`config.mk`:
```
export PLATFORM = sky130hd
export DESIGN_NAME = pe_xi_4_flat
export DESIGN_NICKNAME = d
export VERILOG_FILES = /design/src/rtl/pe_xi_4_pkg.sv /design/src/rtl/pe_xi_4_if.sv /design/src/rtl/pe_xi_4_abs_diff.sv /design/src/rtl/pe_xi_4.sv /design/src/flat_wrapper.sv
export SDC_FILE = /design/constraint.sdc
export NUM_CORES = 1
export LEC_CHECK = 0
export ABC_AREA = 1
export BUFFER_PORTS_ARGS = -buffer_cell sky130_fd_sc_hd__buf_2
export CORE_MARGIN = 3
export CORE_UTILIZATION = 43
export CTS_BUF_LIST = sky130_fd_sc_hd__clkbuf_4 sky130_fd_sc_hd__clkbuf_8
export DETAILED_ROUTE_END_ITERATION = 7
export GPL_ROUTABILITY_DRIVEN = 0
export HOLD_SLACK_MARGIN = 0.12
export PLACE_DENSITY_LB_ADDON = 0.3
export SETUP_SLACK_MARGIN = 0.2
export SLEW_MARGIN = 5
export SYNTH_ARGS = -nofsm -noshare
export SYNTH_HDL_FRONTEND = slang
export SYNTH_SLANG_ARGS = --single-unit
```
`constraint.sdc`:
```
create_clock -name clk -period 2.87 [get_ports clk]
set_clock_uncertainty 0.2 [all_clocks]
set_input_delay 0.287 -clock clk [delete_from_list [all_inputs] [get_ports clk]]
set_output_delay 0.287 -clock clk [all_outputs]
set_load 0.02 [all_outputs]
```
`src/rtl/pe_xi_4_pkg.sv`:
```
// Shared definitions for the integer motion-estimation SAD processing element:
// pixel width and the encodings of the abs-operand and reference-source controls.
package pe_xi_4_pkg;

    localparam int PIXEL_W = 8;

    typedef enum logic [1:0] {
        ABS_REF  = 2'b00,
        ABS_ADJ1 = 2'b01,
        ABS_ADJ8 = 2'b10,
        ABS_ZERO = 2'b11
    } abs_ctrl_e;

    typedef enum logic {
        REF_ADJ1 = 1'b0,
        REF_ADJ8 = 1'b1
    } ref_src_e;

endpackage

```
`src/rtl/pe_xi_4_if.sv`:
```
// Pixel/control bundle of one SAD processing element. The array controller
// drives through the master modport; the PE itself uses the slave modport.
interface pe_xi_4_if #(
    parameter int PIXEL = pe_xi_4_pkg::PIXEL_W
);
    logic [PIXEL-1:0] in_curr1;
    logic [PIXEL-1:0] in_curr2;
    logic             in_curr_enable;
    logic             CB_select;
    logic [1:0]       abs_Control;
    logic [PIXEL-1:0] down_ref_adajecent_1;
    logic [PIXEL-1:0] down_ref_adajecent_8;
    logic             change_ref;
    logic             ref_input_Control;
    logic [PIXEL-1:0] abs_out;
    logic [PIXEL-1:0] next_pix1;
    logic [PIXEL-1:0] next_pix2;
    logic [PIXEL-1:0] ref_pix;

    modport master (
        output in_curr1, in_curr2, in_curr_enable, CB_select, abs_Control,
               down_ref_adajecent_1, down_ref_adajecent_8, change_ref,
               ref_input_Control,
        input  abs_out, next_pix1, next_pix2, ref_pix
    );

    modport slave (
        input  in_curr1, in_curr2, in_curr_enable, CB_select, abs_Control,
               down_ref_adajecent_1, down_ref_adajecent_8, change_ref,
               ref_input_Control,
        output abs_out, next_pix1, next_pix2, ref_pix
    );
endinterface

```
`src/rtl/pe_xi_4_abs_diff.sv`:
```
// Combinational unsigned |a - b|, shared by every PE of the SAD array.
// The difference is formed one bit wider and signed so its magnitude never overflows.
module pe_xi_4_abs_diff #(
    parameter int PIXEL = pe_xi_4_pkg::PIXEL_W
) (
    input  logic [PIXEL-1:0] a_i,
    input  logic [PIXEL-1:0] b_i,
    output logic [PIXEL-1:0] diff_o
);

    function automatic logic [PIXEL-1:0] magnitude(input logic signed [PIXEL:0] d);
        logic signed [PIXEL:0] m;
        m = d[PIXEL] ? -d : d;
        return m[PIXEL-1:0];
    endfunction

    logic signed [PIXEL:0] diff_s;

    always_comb begin
        diff_s = $signed({1'b0, a_i}) - $signed({1'b0, b_i});
        diff_o = magnitude(diff_s);
    end

endmodule

```
`src/rtl/pe_xi_4.sv`:
```
// One SAD processing element: holds two current-block pixels and one reference
// pixel, forwards them along the array, and registers |cur - operand|.
module pe_xi_4
    import pe_xi_4_pkg::*;
#(
    parameter int PIXEL = PIXEL_W
) (
    input  logic     clk,
    input  logic     rst_n,
    pe_xi_4_if.slave pe
);

    logic [PIXEL-1:0] curr1_q, curr1_d;
    logic [PIXEL-1:0] curr2_q, curr2_d;
    logic [PIXEL-1:0] ref_q,   ref_d;
    logic [PIXEL-1:0] abs_q,   abs_d;

    logic [PIXEL-1:0] cur_sel;
    logic [PIXEL-1:0] abs_opnd;
    logic [PIXEL-1:0] abs_mag;
    abs_ctrl_e        abs_mode;

    always_comb begin
        curr1_d = curr1_q;
        curr2_d = curr2_q;
        if (pe.in_curr_enable) begin
            curr1_d = pe.in_curr1;
            curr2_d = pe.in_curr2;
        end
    end

    always_comb begin
        ref_d = ref_q;
        if (pe.change_ref) begin
            ref_d = (ref_src_e'(pe.ref_input_Control) == REF_ADJ8) ?
                    pe.down_ref_adajecent_8 : pe.down_ref_adajecent_1;
        end
    end

    // The difference path sees only pre-edge register contents, so a load on
    // the same edge shows up in abs_out one cycle later.
    always_comb begin
        abs_mode = abs_ctrl_e'(pe.abs_Control);
        cur_sel  = pe.CB_select ? curr2_q : curr1_q;
        case (abs_mode)
            ABS_ADJ1: abs_opnd = pe.down_ref_adajecent_1;
            ABS_ADJ8: abs_opnd = pe.down_ref_adajecent_8;
            default:  abs_opnd = ref_q;
        endcase
        abs_d = (abs_mode == ABS_ZERO) ? '0 : abs_mag;
    end

    pe_xi_4_abs_diff #(
        .PIXEL (PIXEL)
    ) u_abs_diff (
        .a_i    (cur_sel),
        .b_i    (abs_opnd),
        .diff_o (abs_mag)
    );

    // Register stage: pixel storage and absolute-difference output
    always_ff @(posedge clk or posedge rst_n) begin
        if (rst_n) begin
            curr1_q <= '0;
            curr2_q <= '0;
            ref_q   <= '0;
            abs_q   <= '0;
        end else begin
            curr1_q <= curr1_d;
            curr2_q <= curr2_d;
            ref_q   <= ref_d;
            abs_q   <= abs_d;
        end
    end

    assign pe.abs_out   = abs_q;
    assign pe.next_pix1 = curr1_q;
    assign pe.next_pix2 = curr2_q;
    assign pe.ref_pix   = ref_q;

endmodule

```
`src/flat_wrapper.sv`:
```
// flat-port wrapper written by rule: the top's interface ports become plain ports
module pe_xi_4_flat import pe_xi_4_pkg::*;
#(
    parameter int PIXEL = PIXEL_W
)
  (clk, rst_n, pe_in_curr1, pe_in_curr2, pe_in_curr_enable, pe_CB_select, pe_abs_Control, pe_down_ref_adajecent_1, pe_down_ref_adajecent_8, pe_change_ref, pe_ref_input_Control, pe_abs_out, pe_next_pix1, pe_next_pix2, pe_ref_pix);
  pe_xi_4_if #(.PIXEL(PIXEL)) pe_i ();
  input  logic clk;
  input  logic rst_n;
  input wire logic [$bits(pe_i.in_curr1)-1:0] pe_in_curr1;
  input wire logic [$bits(pe_i.in_curr2)-1:0] pe_in_curr2;
  input wire logic [$bits(pe_i.in_curr_enable)-1:0] pe_in_curr_enable;
  input wire logic [$bits(pe_i.CB_select)-1:0] pe_CB_select;
  input wire logic [$bits(pe_i.abs_Control)-1:0] pe_abs_Control;
  input wire logic [$bits(pe_i.down_ref_adajecent_1)-1:0] pe_down_ref_adajecent_1;
  input wire logic [$bits(pe_i.down_ref_adajecent_8)-1:0] pe_down_ref_adajecent_8;
  input wire logic [$bits(pe_i.change_ref)-1:0] pe_change_ref;
  input wire logic [$bits(pe_i.ref_input_Control)-1:0] pe_ref_input_Control;
  output wire logic [$bits(pe_i.abs_out)-1:0] pe_abs_out;
  output wire logic [$bits(pe_i.next_pix1)-1:0] pe_next_pix1;
  output wire logic [$bits(pe_i.next_pix2)-1:0] pe_next_pix2;
  output wire logic [$bits(pe_i.ref_pix)-1:0] pe_ref_pix;
  assign pe_i.in_curr1 = pe_in_curr1;
  assign pe_i.in_curr2 = pe_in_curr2;
  assign pe_i.in_curr_enable = pe_in_curr_enable;
  assign pe_i.CB_select = pe_CB_select;
  assign pe_i.abs_Control = pe_abs_Control;
  assign pe_i.down_ref_adajecent_1 = pe_down_ref_adajecent_1;
  assign pe_i.down_ref_adajecent_8 = pe_down_ref_adajecent_8;
  assign pe_i.change_ref = pe_change_ref;
  assign pe_i.ref_input_Control = pe_ref_input_Control;
  assign pe_abs_out = pe_i.abs_out;
  assign pe_next_pix1 = pe_i.next_pix1;
  assign pe_next_pix2 = pe_i.next_pix2;
  assign pe_ref_pix = pe_i.ref_pix;
  pe_xi_4 #(.PIXEL(PIXEL)) u_core (.clk(clk), .rst_n(rst_n), .pe(pe_i));
endmodule
```
---- Yosys cells after proc, flatten, opt, wreduce, memory -nomap -nowiden ----
Index checks and enable logic that the tools add are counted.
word-level totals
  bits in registers ....................... 32
  input bits .............................. 40
  output and inout bits ................... 32
  word-level logic and storage cells ...... 14
operators by class
  add/sub/neg operators ................... 2
  equal/unequal tests ..................... 3
  muxes and demuxes ....................... 5
operators with widths
  operator                                                         number
  8-bit 2-to-1 mux                                                 4
  8-bit case mux with 2 select lines                               1
  8-bit by 8-bit subtractor with 9-bit output                      1
  8-bit negation                                                   1
  2-bit == test, second input constant                             2
  2-bit by 1-bit == test with 1-bit output, second input constant  1

---- Depth between registers and ports, before layout ----
  word-level depth ........................ 6
  gate-level depth with buffers ........... 19
  gate-level depth less buffers ........... 18

---- Modules after synthesis ----
A second synthesis with hierarchy kept.
unflattened totals
  cell total of the unflattened synthesis .. 355
  area total of the unflattened synthesis .. 2,366.0 um^2
by module, submodules not included
  module            instances  cells an instance  area an instance (um^2)  seq. area each (um^2)
  pe_xi_4           1          235                1,682.9                  800.8
  pe_xi_4_abs_diff  1          120                683.2                    0.0

---- Least setup slack after synthesis ----
Ideal clock, no wire load.
  path kind ............................... input to register
  from .................................... input pe_abs_Control[0]
  to ...................................... register u_core.abs_q[6], in the netlist u_core.pe.abs_out[6]
  setup time .............................. 119 ps
  data arrival time ....................... 2,566 ps
  data required time ...................... 2,551 ps
  path slack .............................. -15 ps
  cell stages on the path ................. 15
  path buffers ............................ 1
  path through ............................ inv_1 ha_1 clkbuf_1 inv_1 o21ai_0 inv_1 ha_1 fa_1 ha_1 inv_1 nor2_1 nand3_1 nand3b_4 a21oi_1 nor2_1
on the way
  cells in the longest elaborated chain, start to end .. 6
  elaborated cells between the ends (all ways) .. 8
  classes of those cells .................. 2 x add/sub; 3 x eq/ne; 3 x mux
ends and longest elaborated chain
  item                                                                              RTL line                text
  start, declared                                                                   flat_wrapper.sv:14      input wire logic [$bits(pe_i.abs_Control)-1:0] pe_abs_Control;
  2-bit == test / 2-bit by 1-bit == test with 1-bit output (equally long branches)  pe_xi_4.sv:45           case (abs_mode)
  8-bit case mux with 2 select lines                                                pe_xi_4.sv:45
  8-bit by 8-bit subtractor with 9-bit output                                       pe_xi_4_abs_diff.sv:20  diff_s = $signed({1'b0, a_i}) - $signed({1'b0, b_i});
  8-bit negation                                                                    pe_xi_4_abs_diff.sv:13  m = d[PIXEL] ? -d : d;
  8-bit 2-to-1 mux                                                                  pe_xi_4_abs_diff.sv:13
  8-bit 2-to-1 mux (*)                                                              pe_xi_4.sv:50           abs_d = (abs_mode == ABS_ZERO) ? '0 : abs_mag;
  via u_core.abs_d[6]                                                               pe_xi_4.sv:16           logic [PIXEL-1:0] abs_q, abs_d;
  end signal, assigned                                                              pe_xi_4.sv:72           abs_q <= abs_d;
  end, declared                                                                     pe_xi_4.sv:16
Mark *: on every way through the listed nets, which the timed path passes. The rest lies on a longest branch.
A chain may end at the register's enable or synchronous reset.

---- Worst setup path in the final report ----
  from .................................... input pe_down_ref_adajecent_1[2]
  to ...................................... register u_core.abs_q[6], in the netlist u_core.pe.abs_out[6]
on the way
  cells in the longest elaborated chain, start to end .. 5
ends and longest elaborated chain
  item                                             RTL line                text
  start, declared                                  flat_wrapper.sv:15      input wire logic [$bits(pe_i.down_ref_adajecent_1)-1:0] pe_down_ref_adajecent_1;
  8-bit case mux with 2 select lines (*)           pe_xi_4.sv:45
  8-bit by 8-bit subtractor with 9-bit output (*)  pe_xi_4_abs_diff.sv:20
  8-bit negation                                   pe_xi_4_abs_diff.sv:13
  8-bit 2-to-1 mux (*)                             pe_xi_4_abs_diff.sv:13
  8-bit 2-to-1 mux (*)                             pe_xi_4.sv:50
  via u_core.abs_d[6]                              pe_xi_4.sv:16
Marked as above.

==> results.md <==
* Run status: finished, final reports clean
* Pwr/cell area at 587.4 mW/mm^2
* Area grow syn2layout at 45.86%
* Min cycle time layout at between 2000 and 3000 ps
* CP Class: input port to flip-flop
* Worst Reg2Reg Path Length in Cells at 12
* FF-to-FF Start: u_core.pe.next_pix2[0]
* Final hold slack at ~250 ps
* Async set-reset flop share out of synthesis at 100.0%
* Die height at 75.40 um
* Layout cell share with drive strength beyond 1 at ~33%
* Ys flop type: dfrtp_1
* Crit path launch type: input port
* Row Count at 24
* Final period utilization at around nine tenths
* Nets at 425
* Synthesized cell area at a little over 0.002 mm^2
* Initial antenna violation count at 0
* Synth Area per Inst at 7.964 um^2
* CTS HTree Levels at 2
* Fmax at about 0.39 GHz
* Worst-path fanout max at 6
* Wirelength per Cell at ~13 um
* Core area at roughly 0.0045 mm^2
* N_diodes at 0
* WHS Path Cells at 3
* Most frequent cells in the layout: 69 x buf_2, 60 x nand2_1, 33 x dlygate4sd3_1
* Slew headroom at between 70% and 80%
* YS warnings at 0
* # IOs at a little over 70
* DRT Wirelength at roughly 5400 um
* DP HPWL at 3956 um
* Hold Path Sink: u_core.pe.next_pix1[2]
* Vias in the first global route at roughly 2100
* Cells after Synth at 260
* Post-Syn Nets at roughly 310
* CTS buffer count at 5
* Crit path DAT at about 2500 ps
* Global-route wire length before repair at between 9000 and 10000 um
* Initial DRC Count at 119
* Max-slew violations at 0
* Gr usage total at 21.02%
* Peak VDD IR at roughly 0.32 mV
* Worst Tran Pin Value at around 430 ps
* Die footprint at 0.005684 mm^2
* Crit end category: flip-flop
* Die width at 75.40 um
* Max Cap Violations at 0
* Final ANT Viol Nets at 0
* Clock Latency Late Sink at between 200 and 300 ps
* CP required at 2850 ps
* Sequential area share after synthesis at between 30% and 40%
* Largest net degree at the start of global routing at 33
* Number of synthesized flops with an enable pin at 0
* Finished Core Util at 67.06%
* Clk sinks at 32
* Grt ovf at 0
* Worst R2R End: u_core.pe.abs_out[6]
* TritonRoute pass-1 iters at 4
* Leakage at 1.557 nW
* Via count at roughly 2100
* Final number of setup-violating endpoints at 0
* Vias/cell at between 4 and 5
* RSZ-0062 raised after global routing: yes
* Post-route DRC at 0
* # port buffers at 71
* Worst hold path type: input port to flip-flop
* Synth Register Bits at 32
* Commonest non-fill, non-tap cell in the layout: buf_2
* Library cells used by synthesis at 30
* Clock transition at the registers of the reported paths at approximately 60 ps
* Initial core utilization at a little under half
* Clk buf depth at 2
* Min-Delay Startpoint: pe_in_curr_enable
* CTS root buffer: clkbuf_8
* CTS tree: done
* Worst setup path start: pe_down_ref_adajecent_1[2]
* Hold Vio Cnt, Final at 0
* Flop-to-flop setup slack at roughly 460 ps
==> cells in the mapped netlist (3+ instances only) <==
master / number / area share, %
clkbuf_1: 9 / 1.6
a31oi_1: 8 / 2.4
nand2_2: 5 / 1.5
inv_2: 3 / 0.54
inv_1: 32 / 5.8
nand3_1: 12 / 2.9
nor2_1: 18 / 3.3
dfrtp_1: 32 / 39
mux2_2: 8 / 4.4
a221o_1: 8 / 3.9
nand2_1: 60 / 11
ha_1: 12 / 7.3
o21ai_0: 25 / 6.0
a21oi_1: 8 / 1.9
==> sequential cells by signal, summed over array words and instances (netlist names) <==
signal and cells:
u_core.pe.abs_out 8, u_core.pe.next_pix1 8, u_core.pe.next_pix2 8, u_core.pe.ref_pix 8
==> layer usage <==
layer	part of all wire (%)	up-vias	global-route usage [%]
li1	-	1081	-
met1	43	953	25.19
met2	48	73	36.24
met3	6.0	12	4.881
met4	2.1	0	8.544
met5	0	-	0
==> worst max-delay path: stages <==
cell	delay (ps)
dlygate4sd3_1	530
buf_2	130
a221o_1	320
o21ai_2	70
ha_1	310
nand2_1	100
nand2_1	80
inv_2	60
nand2_1	70
nand2_1	100
nand3_1	120
nand3b_4	180
a21oi_2	130
nor2_1	50
==> final cells by class <==
class / instances / area [um^2]
Timing Repair Buffer: 115 / 777.0
Sequential cell: 32 / 800.8
Clock buffer: 8 / 97.59
Tap cell: 52 / 65.06
Multi-Input combinational cell: 183 / 1141
Inverter: 35 / 138.9
Fill cell: 367 / 1484
==> logic make-up after synthesis <==
group	Yosys count	synth area share [%]
buffers and inverters	45	8.217
muxes	8	4.351
and+or+nand+nor	108	24.53
AOI/OAI and AO/OA	53	15.59
adders and majority gates	13	8.217
xor gates and xnor gates	1	0.4230
DFF	32	38.67
==> timing repair <==
item,CTS,global route
resized for setup,0,9
endpoints found under the hold margin,56,0
endpoints found under the setup margin,0,6
setup buffers,0,0
hold buffers,33,0
==> stage by stage <==
| stage | instance area, um^2 | setup TNS [ps] | total power (W) | cells | setup WS [ps] |
|---|---|---|---|---|---|
| 6_report | 3020 | 0 | 0.001774 | 425 | 327.2 |
| 5_1_grt | 3020 | 0 | 0.001908 | 425 | 149.7 |
| 4_1_cts | 3004 | 0 | 0.001773 | 425 | 230.2 |
| 3_5_place_dp | 2576 | -72.54 | 0.001356 | 384 | -64.71 |
| 3_3_place_gp | 2576 | -18.15 | 0.001342 | 384 | -18.15 |
| 2_1_floorplan | 2133 | 0 | 0.001138 | 260 | 129.6 |
==> worst max-delay path by stage <==
stage	endpoint	slack, ps	cells after the start
floorplan	u_core.pe.abs_out[6]	130	14
global placement	u_core.pe.abs_out[6]	-20	15
detailed placement	u_core.pe.abs_out[6]	-60	16
CTS	u_core.pe.abs_out[6]	230	16
global route	u_core.pe.abs_out[6]	150	16
finish	u_core.pe.abs_out[6]	330	14
==> report_power, final <==
part	internal (W)	leakage, nW	total, W	switching (W)
combinational	0.000340	1.13	0.000829	0.000489
sequential	0.000534	0.379	0.000567	0.0000331
clock	0.000214	0.0523	0.000378	0.000164
No activity file was read; power rests on OpenSTA's default activity.
